File: src/rtl/me_pkg.sv
// rtl/me_pkg.sv - shared defaults, FSM state type and saturating adder for the SAD PE.
package me_pkg;

  localparam int ME_PIX_W  = 8;
  localparam int ME_ACC_W  = 16;
  localparam int ME_CAND_W = 8;
  localparam int ME_MAX_W  = 32;

  typedef enum logic {
    IDLE  = 1'b0,
    ACCUM = 1'b1
  } me_pe_state_t;

  // Operands are below 2**w; the MSB of the result is the saturation flag.
  function automatic logic [ME_MAX_W:0] me_sat_add(
    input logic [ME_MAX_W-1:0] a,
    input logic [ME_MAX_W-1:0] b,
    input int                  w
  );
    logic [ME_MAX_W:0] sum;
    logic [ME_MAX_W:0] ones;
    sum  = {1'b0, a} + {1'b0, b};
    ones = ((ME_MAX_W+1)'(1) << w) - (ME_MAX_W+1)'(1);
    if ((sum >> w) != '0) begin
      return {1'b1, ones[ME_MAX_W-1:0]};
    end
    return {1'b0, sum[ME_MAX_W-1:0]};
  endfunction

endpackage

File: src/rtl/me_absdiff.sv
// rtl/me_absdiff.sv - search-pixel select and unsigned absolute difference.
module me_absdiff #(
  parameter int PIX_W = 8
) (
  input  logic [PIX_W-1:0] r,
  input  logic [PIX_W-1:0] s1,
  input  logic [PIX_W-1:0] s2,
  input  logic             s1s2mux,
  output logic [PIX_W-1:0] d
);

  logic [PIX_W-1:0] sel;
  logic [PIX_W:0]   diff;
  logic [PIX_W:0]   neg;

  always_comb begin
    sel  = s1s2mux ? s1 : s2;
    diff = {1'b0, r} - {1'b0, sel};
    neg  = -diff;
    d    = diff[PIX_W] ? neg[PIX_W-1:0] : diff[PIX_W-1:0];
  end

endmodule

File: src/rtl/me_sad_pe.sv
// rtl/me_sad_pe.sv - SAD processing element with per-candidate counter and best-match tracker.
module me_sad_pe
  import me_pkg::*;
#(
  parameter int PIX_W   = ME_PIX_W,
  parameter int ACC_W   = ME_ACC_W,
  parameter int BLK_PIX = 256,
  parameter int CAND_W  = ME_CAND_W
) (
  input  logic              clock,
  input  logic              reset_n,
  input  logic              in_valid,
  input  logic [PIX_W-1:0]  r,
  input  logic [PIX_W-1:0]  s1,
  input  logic [PIX_W-1:0]  s2,
  input  logic              s1s2mux,
  input  logic              newdist,
  input  logic [CAND_W-1:0] cand_id,
  input  logic              clear_best,
  output logic [PIX_W-1:0]  rpipe,
  output logic              rpipe_valid,
  output logic [ACC_W-1:0]  accumulate,
  output logic              sad_valid,
  output logic [ACC_W-1:0]  sad,
  output logic [CAND_W-1:0] sad_cand,
  output logic              sad_sat,
  output logic [ACC_W-1:0]  best_sad,
  output logic [CAND_W-1:0] best_cand,
  output logic              best_valid
);

  localparam int CNT_W = $clog2(BLK_PIX + 1);

  me_pe_state_t      state, state_n;
  logic [CNT_W-1:0]  cnt, cnt_n;
  logic [ACC_W-1:0]  acc_n;
  logic [CAND_W-1:0] cand_lat, cand_n;
  logic              sat, sat_n;
  logic              done;
  logic [PIX_W-1:0]  d;
  logic [ACC_W-1:0]  d_ext;
  logic [ME_MAX_W:0] add_res;
  logic              bv_c, best_valid_n;
  logic [ACC_W-1:0]  bs_c, best_sad_n;
  logic [CAND_W-1:0] bc_c, best_cand_n;

  me_absdiff #(.PIX_W(PIX_W)) u_absdiff (
    .r       (r),
    .s1      (s1),
    .s2      (s2),
    .s1s2mux (s1s2mux),
    .d       (d)
  );

  always_comb begin
    state_n = state;
    cnt_n   = cnt;
    acc_n   = accumulate;
    cand_n  = cand_lat;
    sat_n   = sat;
    done    = 1'b0;
    d_ext   = ACC_W'(d);
    add_res = me_sat_add(ME_MAX_W'(accumulate), ME_MAX_W'(d_ext), ACC_W);
    if (in_valid) begin
      if (newdist) begin
        // A newdist mid-candidate drops the partial and restarts here.
        acc_n  = d_ext;
        cnt_n  = CNT_W'(1);
        cand_n = cand_id;
        sat_n  = 1'b0;
        if (BLK_PIX == 1) begin
          done    = 1'b1;
          state_n = IDLE;
        end else begin
          state_n = ACCUM;
        end
      end else if (state == ACCUM) begin
        acc_n = add_res[ACC_W-1:0];
        sat_n = sat | add_res[ME_MAX_W];
        cnt_n = cnt + CNT_W'(1);
        if (cnt_n == CNT_W'(BLK_PIX)) begin
          done    = 1'b1;
          state_n = IDLE;
        end
      end
    end

    // The clear takes effect before a coincident result is compared.
    bv_c         = clear_best ? 1'b0 : best_valid;
    bs_c         = clear_best ? '1 : best_sad;
    bc_c         = clear_best ? '0 : best_cand;
    best_valid_n = bv_c;
    best_sad_n   = bs_c;
    best_cand_n  = bc_c;
    if (done && (!bv_c || (acc_n < bs_c))) begin
      best_valid_n = 1'b1;
      best_sad_n   = acc_n;
      best_cand_n  = cand_n;
    end
  end

  always_ff @(posedge clock) begin
    if (!reset_n) begin
      state       <= IDLE;
      cnt         <= '0;
      accumulate  <= '0;
      cand_lat    <= '0;
      sat         <= 1'b0;
      rpipe       <= '0;
      rpipe_valid <= 1'b0;
      sad_valid   <= 1'b0;
      sad         <= '0;
      sad_cand    <= '0;
      sad_sat     <= 1'b0;
      best_sad    <= '1;
      best_cand   <= '0;
      best_valid  <= 1'b0;
    end else begin
      state       <= state_n;
      cnt         <= cnt_n;
      accumulate  <= acc_n;
      cand_lat    <= cand_n;
      sat         <= sat_n;
      rpipe       <= r;
      rpipe_valid <= in_valid;
      sad_valid   <= done;
      if (done) begin
        sad      <= acc_n;
        sad_cand <= cand_n;
        sad_sat  <= sat_n;
      end
      best_sad   <= best_sad_n;
      best_cand  <= best_cand_n;
      best_valid <= best_valid_n;
    end
  end

endmodule
File: config.mk
export PLATFORM = sky130hd
export DESIGN_NAME = me_sad_pe
export DESIGN_NICKNAME = d
export VERILOG_FILES = /design/src/rtl/me_pkg.sv /design/src/rtl/me_absdiff.sv /design/src/rtl/me_sad_pe.sv
export SDC_FILE = /design/constraint.sdc
export NUM_CORES = 1
export LEC_CHECK = 0
export ABC_AREA = 0
export CAP_MARGIN = 20
export CORE_MARGIN = 2
export CORE_UTILIZATION = 46
export CTS_BUF_LIST = sky130_fd_sc_hd__clkbuf_4 sky130_fd_sc_hd__clkbuf_8 sky130_fd_sc_hd__clkbuf_16
export DETAILED_ROUTE_END_ITERATION = 10
export GPL_ROUTABILITY_DRIVEN = 0
export HOLD_SLACK_MARGIN = 0.12
export PLACE_DENSITY_LB_ADDON = 0.1
export SKIP_CTS_REPAIR_TIMING = 1
export SLEW_MARGIN = 0
export SYNTH_ARGS = -nofsm -noshare
export SYNTH_HDL_FRONTEND = slang
export SYNTH_SLANG_ARGS = --single-unit
File: constraint.sdc
create_clock -name clock -period 7.4 [get_ports clock]
set_clock_uncertainty 0.05 [all_clocks]
set_input_delay 0.74 -clock clock [delete_from_list [all_inputs] [get_ports clock]]
set_output_delay 0.74 -clock clock [all_outputs]
set_load 0.01 [all_outputs]
==> impl_metrics.env, run 1 <==
export IMPL_status="finished clean"
export IMPL_power_frac_clock_pct=33.7
export IMPL_hold_viol_final=0
export IMPL_multi_input_comb_area_um2=3105
export IMPL_p_sw_share_pct=31.23
export IMPL_grt_start_max_net_pins=51
export IMPL_cellPowerDensity_nw_per_um2=194.9
export IMPL_grt_setup_unrepaired="false"
export IMPL_synthArstFlopShare_pct=0
export IMPL_ios=114
export IMPL_combPwrFrac_pct=26.4
export IMPL_drive_gt1_share_pct=7.642
export IMPL_track_usage_pct=25.05
export IMPL_htreeDepth=3
export IMPL_drc=0
export IMPL_cp_required_ns=7.55
export IMPL_fp_dieW_um=110.2
export IMPL_p_total_mw=1.329
export IMPL_maxSlewViolCount=0
export IMPL_die_area_um2=12130
export IMPL_regArea_um2=1902
export IMPL_reg2regPathDepth=14
export IMPL_fmax_ghz=0.1443
export IMPL_syn_area_um2=5184
export IMPL_synth_area_per_cell_um2=8.112
export IMPL_r2r_end="best_sad[6]"
export IMPL_hold_depth=2
export IMPL_hold_class="reg2reg"
export IMPL_num_nets_final=828
export IMPL_drv_cap=0
export IMPL_synth_cells=639
export IMPL_critPathLaunchType="input pin"
export IMPL_tightest_slew_ns=0.8958
export IMPL_whs_endpoint="best_cand[4]"
export IMPL_rrSetupSlack_ns=2.93
export IMPL_place_worst_setup_slack_ns=0.1293
export IMPL_avgViaCountPerCell=5.661
export IMPL_fillerInstances=1003
export IMPL_syn_num_nets=713
export IMPL_numCtsBuffers=9
export IMPL_yosysUniqueCellTypes=63
export IMPL_period_needed_ns=6.928
export IMPL_rows=38
export IMPL_synth_flop_cell="dfxtp_1"
export IMPL_crit_fanout=18
export IMPL_synth_seq_cells=95
export IMPL_fin_ws_ns=0.4718
export IMPL_fp_dieH_um=110.2
export IMPL_cp_arrival_ns=7.08
export IMPL_drt_pass1_iterations=7
export IMPL_insertion_delay_ns=0.35
export IMPL_leakage_nw=2.759
export IMPL_clock_sinks=95
export IMPL_clockBufferDepth=2
export IMPL_dpl_cell_area_um2=6504
export IMPL_antenna_found_initial=0
export IMPL_grt_pass1_vias=4870
export IMPL_ant_nets=0
export IMPL_seq_power_share_pct=39.9
export IMPL_start_util_pct=47.40
export IMPL_synth_edff_count=0
export IMPL_dpl_hpwl_um=11020
export IMPL_cts_tree="yes"
export IMPL_path_clk_slew_ns=0.07
export IMPL_fin_tns_setup_ns=0
export IMPL_grt_overflow_total=0
export IMPL_ys_seq_area_share_pct=36.69
export IMPL_critical_path_endpoint_type="flip-flop"
export IMPL_slew_headroom_pct=40.09
export IMPL_core_area_um2=10940
export IMPL_cts_root_buffer="clkbuf_16"
export IMPL_path_class="in2reg"
export IMPL_routedWlPerCell_um=16.71
export IMPL_vias=5089
export IMPL_r2r_start="accumulate[1]"
export IMPL_peakVddDrop_v=0.0001606
export IMPL_switching_power_uw=415.1
export IMPL_min_from="best_cand[4]"
export IMPL_io_buffers=113
export IMPL_setup_violations=0
export IMPL_wirelength_um=15020
export IMPL_intPower_uw=913.9
export IMPL_area_growth_pct=31.57
export IMPL_finalInstanceArea_um2=6820
export IMPL_period_share_pct=93.62
export IMPL_n_antenna_cell=0
export IMPL_drt_iter0_drc=263
export IMPL_yosys_warnings=0
export IMPL_grt_pass1_wl_um=23830
## worst max path at each step
stage / startpoint / end / slack [ns] / cells after the start
final: s1s2mux / best_sad[6] / 0.47 / 26
after global routing: s1s2mux / best_sad[6] / 0.03 / 26
after CTS: s1s2mux / best_sad[6] / 0.45 / 28
after detailed placement: s1s2mux / best_sad[6] / 0.13 / 26
after global placement: s1s2mux / best_sad[6] / 0.26 / 26
after floorplan: s1s2mux / best_sad[7] / 0.21 / 27
## layout make-up
class                   count  share of cell area, %
inverters                  19                  1.046
clock inverters             6                 0.8072
well taps                 140                  2.568
multi-input cells         496                  45.53
clock buffers              10                  3.412
flip-flops and latches     95                  27.88
repair buffers            133                  18.75
## Yosys cell counts (3+ instances only)
cell type,number,area (um2)
o31a_1,6,52.55
inv_1,19,71.32
nor3_2,4,40.04
o211ai_1,6,45.04
buf_2,3,15.01
o21a_1,7,52.55
nand2_1,82,307.8
xnor2_1,12,105.1
o21ai_0,36,180.2
dfxtp_1,95,1902
o2bb2ai_1,3,26.28
or3_1,3,18.77
and3_1,6,37.54
xor2_1,4,35.03
a211o_1,3,26.28
mux2i_1,8,80.08
nand4_1,5,31.28
nor2_1,78,292.8
buf_6,3,33.78
nand3_1,22,110.1
a211oi_1,9,67.56
nand2b_1,4,25.02
nor3_1,25,125.1
a21o_1,6,45.04
clkbuf_1,21,78.83
a31oi_1,10,62.56
nand3_2,3,30.03
a21oi_1,39,195.2
ha_1,34,425.4
a311oi_1,3,26.28
and2_1,29,181.4
o22ai_1,5,31.28
## per-stage QoR
step                util, %  cells  hold WS [ns]
floorplan                 -    639        0.4133
global placement      59.47    882        0.3921
detailed placement    59.47    882        0.3942
CTS                   62.11    898        0.4092
global route          62.37    899        0.4326
finish                62.37    899        0.4080
## metal layers
metal | share of wire [%] | vias to the layer above | track usage (%)
met5 | 0 | - | 0
met4 | 0.88 | 0 | 5.446
met3 | 6.3 | 12 | 5.056
met2 | 47 | 145 | 41.28
met1 | 46 | 2419 | 33.96
li1 | - | 2513 | -
## cell usage in the layout (no fill, tap or decap), drive strengths merged, types with 7 or more instances in the layout
| cell | n |
|---|---|
| buf | 19 |
| o21a | 7 |
| nand3 | 25 |
| inv | 21 |
| dfxtp | 95 |
| a31oi | 10 |
| nand2 | 82 |
| a21oi | 39 |
| mux2i | 8 |
| clkdlybuf4s50 | 113 |
| and2 | 30 |
| o21ai | 36 |
| nor3 | 29 |
| nor2 | 78 |
| xnor2 | 12 |
| ha | 34 |
| a211oi | 9 |
| clkbuf | 11 |
## registers in the layout, summed over array words and instances, names as in the netlist
| name | cells |
|---|---|
| best_valid | 1 |
| sat | 1 |
| accumulate | 16 |
| cnt | 9 |
| cand_lat | 8 |
| rpipe_valid | 1 |
| sad_valid | 1 |
| sad_sat | 1 |
| sad_cand | 8 |
| rpipe | 8 |
| state | 1 |
| sad | 16 |
| best_sad | 16 |
| best_cand | 8 |
## power groups by stage
stage / registers, mW / logic, mW / clock network (mW)
2_1_floorplan: 0.543 / 0.226 / 0
3_3_place_gp: 0.542 / 0.331 / 0
3_5_place_dp: 0.542 / 0.337 / 0
4_1_cts: 0.530 / 0.341 / 0.458
5_1_grt: 0.531 / 0.387 / 0.477
6_report: 0.530 / 0.351 / 0.448
## worst max-delay path, stage by stage
cell,delay [ns]
clkdlybuf4s50_1,0.42
mux2_2,0.23
ha_1,0.17
inv_1,0.06
fa_1,0.38
buf_4,0.16
or2_2,0.28
a211oi_1,0.26
o21ai_0,0.23
o31ai_1,0.34
xor2_1,0.28
inv_1,0.08
ha_1,0.32
nand2_1,0.06
o21ai_0,0.28
buf_4,0.20
nand3_1,0.12
a311oi_1,0.59
ha_1,0.35
nand4b_1,0.14
nor3_1,0.10
o311ai_0,0.12
o211ai_1,0.25
or4_4,0.61
nor3b_1,0.22
a31oi_1,0.06
## kinds of logic (layout without fill, tap and decap cells)
| kind of cell | count (synthesis) | in the layout | share of synthesized area [%] |
|---|---|---|---|
| buffers and inverters | 48 | 168 | 3.983 |
| xor gates and xnor gates | 16 | 16 | 2.703 |
| DFF | 95 | 95 | 36.69 |
| adders and majority gates | 36 | 36 | 8.979 |
| muxes | 9 | 9 | 1.762 |
| and+or+nand+nor | 277 | 277 | 25.54 |
| AOI/OAI and AO/OA | 158 | 158 | 20.35 |
No activity file was read; power rests on OpenSTA's default activity.
==> run 2: changes to the inputs <==
Settings changed: TNS_END_PERCENT set to 30.
==> results of run 2 <==
Same layout as run 1: the final DEF is identical, and so are final timing and power.
==> run 3: changes to the inputs <==
Settings changed: GPL_TIMING_DRIVEN set to 1.
==> results of run 3 <==
Same layout as run 1: the final DEF is identical, and so are final timing and power.
